**config.mk**
```make
export PLATFORM = sky130hd
export DESIGN_NAME = flag_branch_ctrl
export DESIGN_NICKNAME = d
export VERILOG_FILES = /design/src/rtl/flag_branch_ctrl.sv
export SDC_FILE = /design/constraint.sdc
export NUM_CORES = 1
export LEC_CHECK = 0
export ABC_CLOCK_PERIOD_IN_PS = 6110
export BUFFER_PORTS_ARGS = -buffer_cell sky130_fd_sc_hd__buf_2
export CORE_ASPECT_RATIO = 1.25
export CORE_MARGIN = 2
export CORE_UTILIZATION = 57
export DETAILED_ROUTE_END_ITERATION = 12
export PLACE_DENSITY = 0.9
export SLEW_MARGIN = 10
export SYNTH_ARGS = -nofsm -noshare
export SYNTH_HDL_FRONTEND = slang
export SYNTH_SLANG_ARGS = --single-unit
```
**constraint.sdc**
```tcl
create_clock -name clk -period 6.11 [get_ports clk]
set_input_delay 0.9165 -clock clk [delete_from_list [all_inputs] [get_ports clk]]
set_output_delay 0.9165 -clock clk [all_outputs]
set_load 0.01 [all_outputs]
```
**src/rtl/flag_branch_ctrl.sv**
```systemverilog
// -----------------------------------------------------------------------------
// flag_branch_ctrl
//
// EX-stage controller for the NZCV status register and LEGv8 B.cond
// resolution.
//
// The block does three things:
//   - It generates the status-register write enable for flag-setting EX
//     instructions.
//   - It resolves a B.cond waiting in ID against the freshest flags
//     available. In-flight ALU flags are forwarded in the same cycle they are
//     produced.
//   - It stalls ID while a flag-setting EX instruction is still multi-cycle.
//
// Saturating counters record taken branches and flag-hazard wait cycles.
//
// Handshake (ID <-> this block):
//   - ID raises br_req with br_cond and holds both until br_ack.
//   - The block answers with a one-cycle br_ack pulse. br_taken is valid in
//     that same cycle.
//   - br_kill withdraws a request that has not yet been acknowledged. Once
//     the response cycle is reached, the ack is committed and br_kill is
//     ignored.
//   - Because of the response cycle, two acks are always at least two
//     cycles apart.
//
// Ports:
//   clk, rst_n                      clock, asynchronous active-low reset
//   ex_valid, ex_set_flags          EX holds a valid flag-setting instruction
//   ex_stall                        EX ALU flags not final this cycle
//   ex_flush                        EX instruction squashed this cycle
//   alu_n/z/c/v                     combinational ALU flags of EX
//   sreg_n/z/c/v                    current status-register contents
//   br_req, br_cond[3:0], br_kill   B.cond request from ID
//   sreg_up                         status-register update enable
//   id_stall                        hold IF/ID
//   br_ack, br_taken                registered branch resolution
//   taken_cnt, stall_cnt            saturating performance counters
//   dbg_state                       current FSM state (IDLE=0, WAIT=1, RESP=2)
// -----------------------------------------------------------------------------
module flag_branch_ctrl #(
  parameter int CNT_W = 16
) (
  input  logic             clk,
  input  logic             rst_n,
  input  logic             ex_valid,
  input  logic             ex_set_flags,
  input  logic             ex_stall,
  input  logic             ex_flush,
  input  logic             alu_n,
  input  logic             alu_z,
  input  logic             alu_c,
  input  logic             alu_v,
  input  logic             sreg_n,
  input  logic             sreg_z,
  input  logic             sreg_c,
  input  logic             sreg_v,
  input  logic             br_req,
  input  logic [3:0]       br_cond,
  input  logic             br_kill,
  output logic             sreg_up,
  output logic             id_stall,
  output logic             br_ack,
  output logic             br_taken,
  output logic [CNT_W-1:0] taken_cnt,
  output logic [CNT_W-1:0] stall_cnt,
  output logic [1:0]       dbg_state
);

  typedef enum logic [1:0] {
    ST_IDLE = 2'd0,
    ST_WAIT = 2'd1,
    ST_RESP = 2'd2
  } state_t;

  localparam logic [CNT_W-1:0] CNT_MAX = {CNT_W{1'b1}};
  localparam logic [CNT_W-1:0] CNT_ONE = {{(CNT_W-1){1'b0}}, 1'b1};

  state_t           r_state;
  logic [3:0]       r_cond;
  logic             r_ack;
  logic             r_taken;
  logic [CNT_W-1:0] r_taken_cnt;
  logic [CNT_W-1:0] r_stall_cnt;

  logic             w_writer;
  logic             w_src_ok;
  logic             w_n;
  logic             w_z;
  logic             w_c;
  logic             w_v;
  logic [3:0]       w_eval_cond;
  logic             w_eval;

  // A flushed instruction never writes flags, so it is not a hazard.
  assign w_writer = ex_valid & ex_set_flags & ~ex_flush;
  // The only case with no usable flags is a writer whose ALU result is not
  // final yet.
  assign w_src_ok = ~(w_writer & ex_stall);

  // Same-cycle forwarding: a pending writer always wins over the stale
  // register contents.
  assign w_n = w_writer ? alu_n : sreg_n;
  assign w_z = w_writer ? alu_z : sreg_z;
  assign w_c = w_writer ? alu_c : sreg_c;
  assign w_v = w_writer ? alu_v : sreg_v;

  // ID may change br_cond while we wait. The condition captured on entry
  // to WAIT is the one that counts.
  assign w_eval_cond = (r_state == ST_WAIT) ? r_cond : br_cond;

  always_comb begin
    w_eval = 1'b1;
    case (w_eval_cond)
      4'd0:    w_eval = w_z;
      4'd1:    w_eval = ~w_z;
      4'd2:    w_eval = w_c;
      4'd3:    w_eval = ~w_c;
      4'd4:    w_eval = w_n;
      4'd5:    w_eval = ~w_n;
      4'd6:    w_eval = w_v;
      4'd7:    w_eval = ~w_v;
      4'd8:    w_eval = w_c & ~w_z;
      4'd9:    w_eval = ~(w_c & ~w_z);
      4'd10:   w_eval = (w_n == w_v);
      4'd11:   w_eval = (w_n != w_v);
      4'd12:   w_eval = ~w_z & (w_n == w_v);
      4'd13:   w_eval = ~(~w_z & (w_n == w_v));
      default: w_eval = 1'b1;
    endcase
  end

  // rst_n is folded in so that no write can slip through while reset is held.
  assign sreg_up  = rst_n & ex_valid & ex_set_flags & ~ex_stall & ~ex_flush;

  assign id_stall = ((r_state == ST_IDLE) & br_req & ~br_kill) |
                    ((r_state == ST_WAIT) & ~br_kill);

  always_ff @(posedge clk or negedge rst_n) begin
    if (!rst_n) begin
      r_state     <= ST_IDLE;
      r_cond      <= 4'd0;
      r_ack       <= 1'b0;
      r_taken     <= 1'b0;
      r_taken_cnt <= '0;
      r_stall_cnt <= '0;
    end else begin
      r_ack <= 1'b0;
      case (r_state)
        ST_IDLE: begin
          if (br_req && !br_kill) begin
            if (w_src_ok) begin
              r_taken <= w_eval;
              r_ack   <= 1'b1;
              r_state <= ST_RESP;
            end else begin
              // The request cycle is already a lost cycle, so it is
              // counted as a wait cycle. This makes a k-cycle hazard add
              // exactly k to stall_cnt.
              r_cond  <= br_cond;
              r_state <= ST_WAIT;
              if (r_stall_cnt != CNT_MAX) r_stall_cnt <= r_stall_cnt + CNT_ONE;
            end
          end
        end
        ST_WAIT: begin
          if (br_kill) begin
            r_state <= ST_IDLE;
          end else if (w_src_ok) begin
            r_taken <= w_eval;
            r_ack   <= 1'b1;
            r_state <= ST_RESP;
          end else if (r_stall_cnt != CNT_MAX) begin
            r_stall_cnt <= r_stall_cnt + CNT_ONE;
          end
        end
        ST_RESP: begin
          if (r_taken && (r_taken_cnt != CNT_MAX)) r_taken_cnt <= r_taken_cnt + CNT_ONE;
          r_state <= ST_IDLE;
        end
        default: r_state <= ST_IDLE;
      endcase
    end
  end

  assign br_ack    = r_ack;
  assign br_taken  = r_taken;
  assign taken_cnt = r_taken_cnt;
  assign stall_cnt = r_stall_cnt;
  assign dbg_state = r_state;

endmodule

```
==> flow_metrics.py <==
metrics = {
    "power": {
        "power.leakage_nw": 1.310,
        "ir_drop_mv": 0.2506,
        "power_density_nw_per_um2": 245.3,
    },
    "cts": {
        "postCtsHoldBufs": 0,
        "cts_tree": "yes",
        "insertion_delay_ns": 0.30,
        "htreeDepth": 2,
        "cts_setup_buffers": 0,
        "cts_resized": 0,
        "cts_buffer_depth": 2,
        "cts_sinks": 40,
        "path_clk_slew_ns": 0.07,
        "clockRootBuffer": "clkbuf_8",
        "cts_buffers": 5,
    },
    "setup_path": {
        "cp_max_fo": 41,
        "crit_buf_inv": 2,
        "cpPeakStageDelay_ns": 0.66,
        "arrival_ns": 2.02,
        "r2r-end": "br_taken",
        "reg2regPathDepth": 6,
        "cpMaxStageDelayCell": "buf_2",
        "rrSetupSlack_ns": 3.51,
        "reg2reg_from": "dbg_state[0]",
        "critical_path_class": "input pin to output port",
        "worst_setup_path_end_kind": "output port",
        "crit_top_cell": "buf_2",
        "worstPathRequired_ns": 5.19,
        "path_cells": "buf_2 -> nor3b_1 -> buf_2",
        "cp-start-kind": "input pin",
        "critPathTopFamily": "buffers and inverters",
    },
    "layout": {
        "stdcell_count": 322,
        "final_area_um2": 2643,
        "syn_to_final_growth_pct": 18.72,
        "nets": 303,
        "fillers": 291,
        "drive_gt1_frac": 0.2730,
        "diodes": 0,
    },
    "route": {
        "m1WireLength_um": 2192,
        "drtIter0Drc": 86,
        "post_drt_via_cell_ratio": 5.839,
        "drt_first_pass_iters": 4,
        "drc": 0,
        "highest_layer": "met4",
        "routed_wl_um": 4934,
        "vias": 1880,
        "dr_wl_met3_um": 214,
        "wl_per_cell_um": 15.32,
        "met2WireLength_um": 2464,
        "ant_nets": 0,
    },
    "synthesis": {
        "ys.flop_type": "dfrtp_1",
        "syn_nets": 243,
        "ys_seq_area_frac": 0.4497,
        "yosysTopAreaCell": "dfrtp_1",
        "synth_edf_count": 0,
        "yosysWarnings": 0,
        "synth_area_leaders": "dfrtp_1 (45%), xnor2_1 (7.9%), xor2_1 (4.7%)",
        "async_flop_share": 1.000,
        "synth_area_um2": 2226,
        "ys_ff_latch": 40,
        "netlist.area_leader.share": 0.4497,
        "ys_types": 45,
        "yosys-top-cells-count": "dfrtp_1 (40), nand2_1 (23), xnor2_1 (20), nor2_1 (15)",
        "avgSynthCellArea_um2": 10.07,
        "synthCells": 221,
        "synth.most_common_cell": "dfrtp_1",
    },
    "timing": {
        "hold_viol": 0,
        "period_share": 0.4802,
        "worst_pin_slew_ns": 0.8705,
        "clock.fmax_ghz": 0.3409,
        "clock_skew_ns": 0.01071,
        "slew_viol_final": 0,
        "slew_headroom": 0.4196,
        "rsz0062_at_grt": "false",
        "finalSetupViolCount": 0,
        "fin_setup_tns_ns": 0,
        "period_needed_ns": 2.934,
    },
    "die": {
        "start_util": 0.5930,
        "fp.dieH_um": 73.87,
        "io_pins": 58,
        "die_x_um": 59.90,
        "row_count": 25,
        "die-area_um2": 4424,
        "core_area_um2": 3754,
    },
    "place": {
        "dp_hpwl_um": 3663,
        "portBuffers": 57,
        "placed_cell_area_um2": 2535,
        "place_congestion": 0.9320,
        "dp.cells": 314,
    },
    "global_route": {
        "gr-total-overflow": 0,
        "track_usage": 0.2422,
        "antenna_found_initial": 0,
        "grt_pass1_vias": 1710,
        "grt_max_degree": 42,
        "grt_pass1_wl_um": 7928,
    },
    "outcome": {
        "status": "finished clean",
    },
    "worst_hold_path": {
        "worstHoldPathCells": 1,
        "hold_path.startpoint": "taken_cnt[3]",
        "holdCritPathClass": "flop to flop",
        "min_to": "taken_cnt[3]",
    },
    "job": {
        "max_cap_violations": 0,
    },
}
==> cells by family after synthesis <==
logic type,synth area share
adders and majority gates,0.01124
xor gates and xnor gates,0.1259
muxes,0.06183
and+or+nand+nor,0.2395
DFF,0.4497
buffers and inverters,0.02529
AOI/OAI and AO/OA,0.08657
==> sequential cells by signal, summed over array words and instances, names as in the netlist <==
signal,count
br_ack,1
br_taken,1
dbg_state,2
r_cond,4
stall_cnt,16
taken_cnt,16
==> power breakdown <==
part / switching [mW] / internal (mW) / leakage, nW
logic: 0.0570 / 0.0550 / 0.714
clock network: 0.0908 / 0.121 / 0.0552
registers: 0.0328 / 0.291 / 0.541
total: 0.181 / 0.467 / 1.31
==> layer usage <==
layer,vias up,GRT usage
met4,0,0.07407
met5,-,0
met1,909,0.3237
met2,51,0.3925
met3,5,0.05106
li1,915,-
==> per-stage QoR <==
stage	hold WS (ns)	utilization	worst slack [ns]	power, mW
2_1_floorplan	0.5090	-	3.647	0.3892
4_1_cts	0.4910	0.7040	3.137	0.6525
3_5_place_dp	0.4794	0.6753	3.136	0.4407
6_report	0.4839	0.7040	3.176	0.6481
3_3_place_gp	0.4741	0.6753	3.149	0.4368
5_1_grt	0.5251	0.7040	2.985	0.6836
==> how the worst max path moves through the flow <==
stage	depth (start not counted)	end	slack, ns	startpoint
after floorplan	2	sreg_up	3.65	ex_flush
after global placement	3	sreg_up	3.15	rst_n
after detailed placement	3	sreg_up	3.14	rst_n
after CTS	3	sreg_up	3.14	rst_n
after global routing	3	sreg_up	2.99	rst_n
final	3	sreg_up	3.18	rst_n
==> layout make-up <==
cell class              instances  area, µm²  area share
multi-input cells             169       1169      0.4422
inverters                       8      30.03     0.01136
flip-flops and latches         40       1001      0.3788
well taps                      40      50.05     0.01894
clock inverters                 2      35.03     0.01326
repair buffers                 57      285.3      0.1080
clock buffers                   6      72.57     0.02746
==> cell usage in the layout, fill, tap and decap left out, types with 6 or more instances in the layout <==
master	count
mux2i_1	7
mux2_2	6
nor3_1	8
buf_2	57
nand2_1	23
nand4_1	12
inv_1	8
xor2_1	12
nor2_1	15
nand3_1	8
xnor2_1	20
dfrtp_1	40
Power figures use the tool's default switching activity.
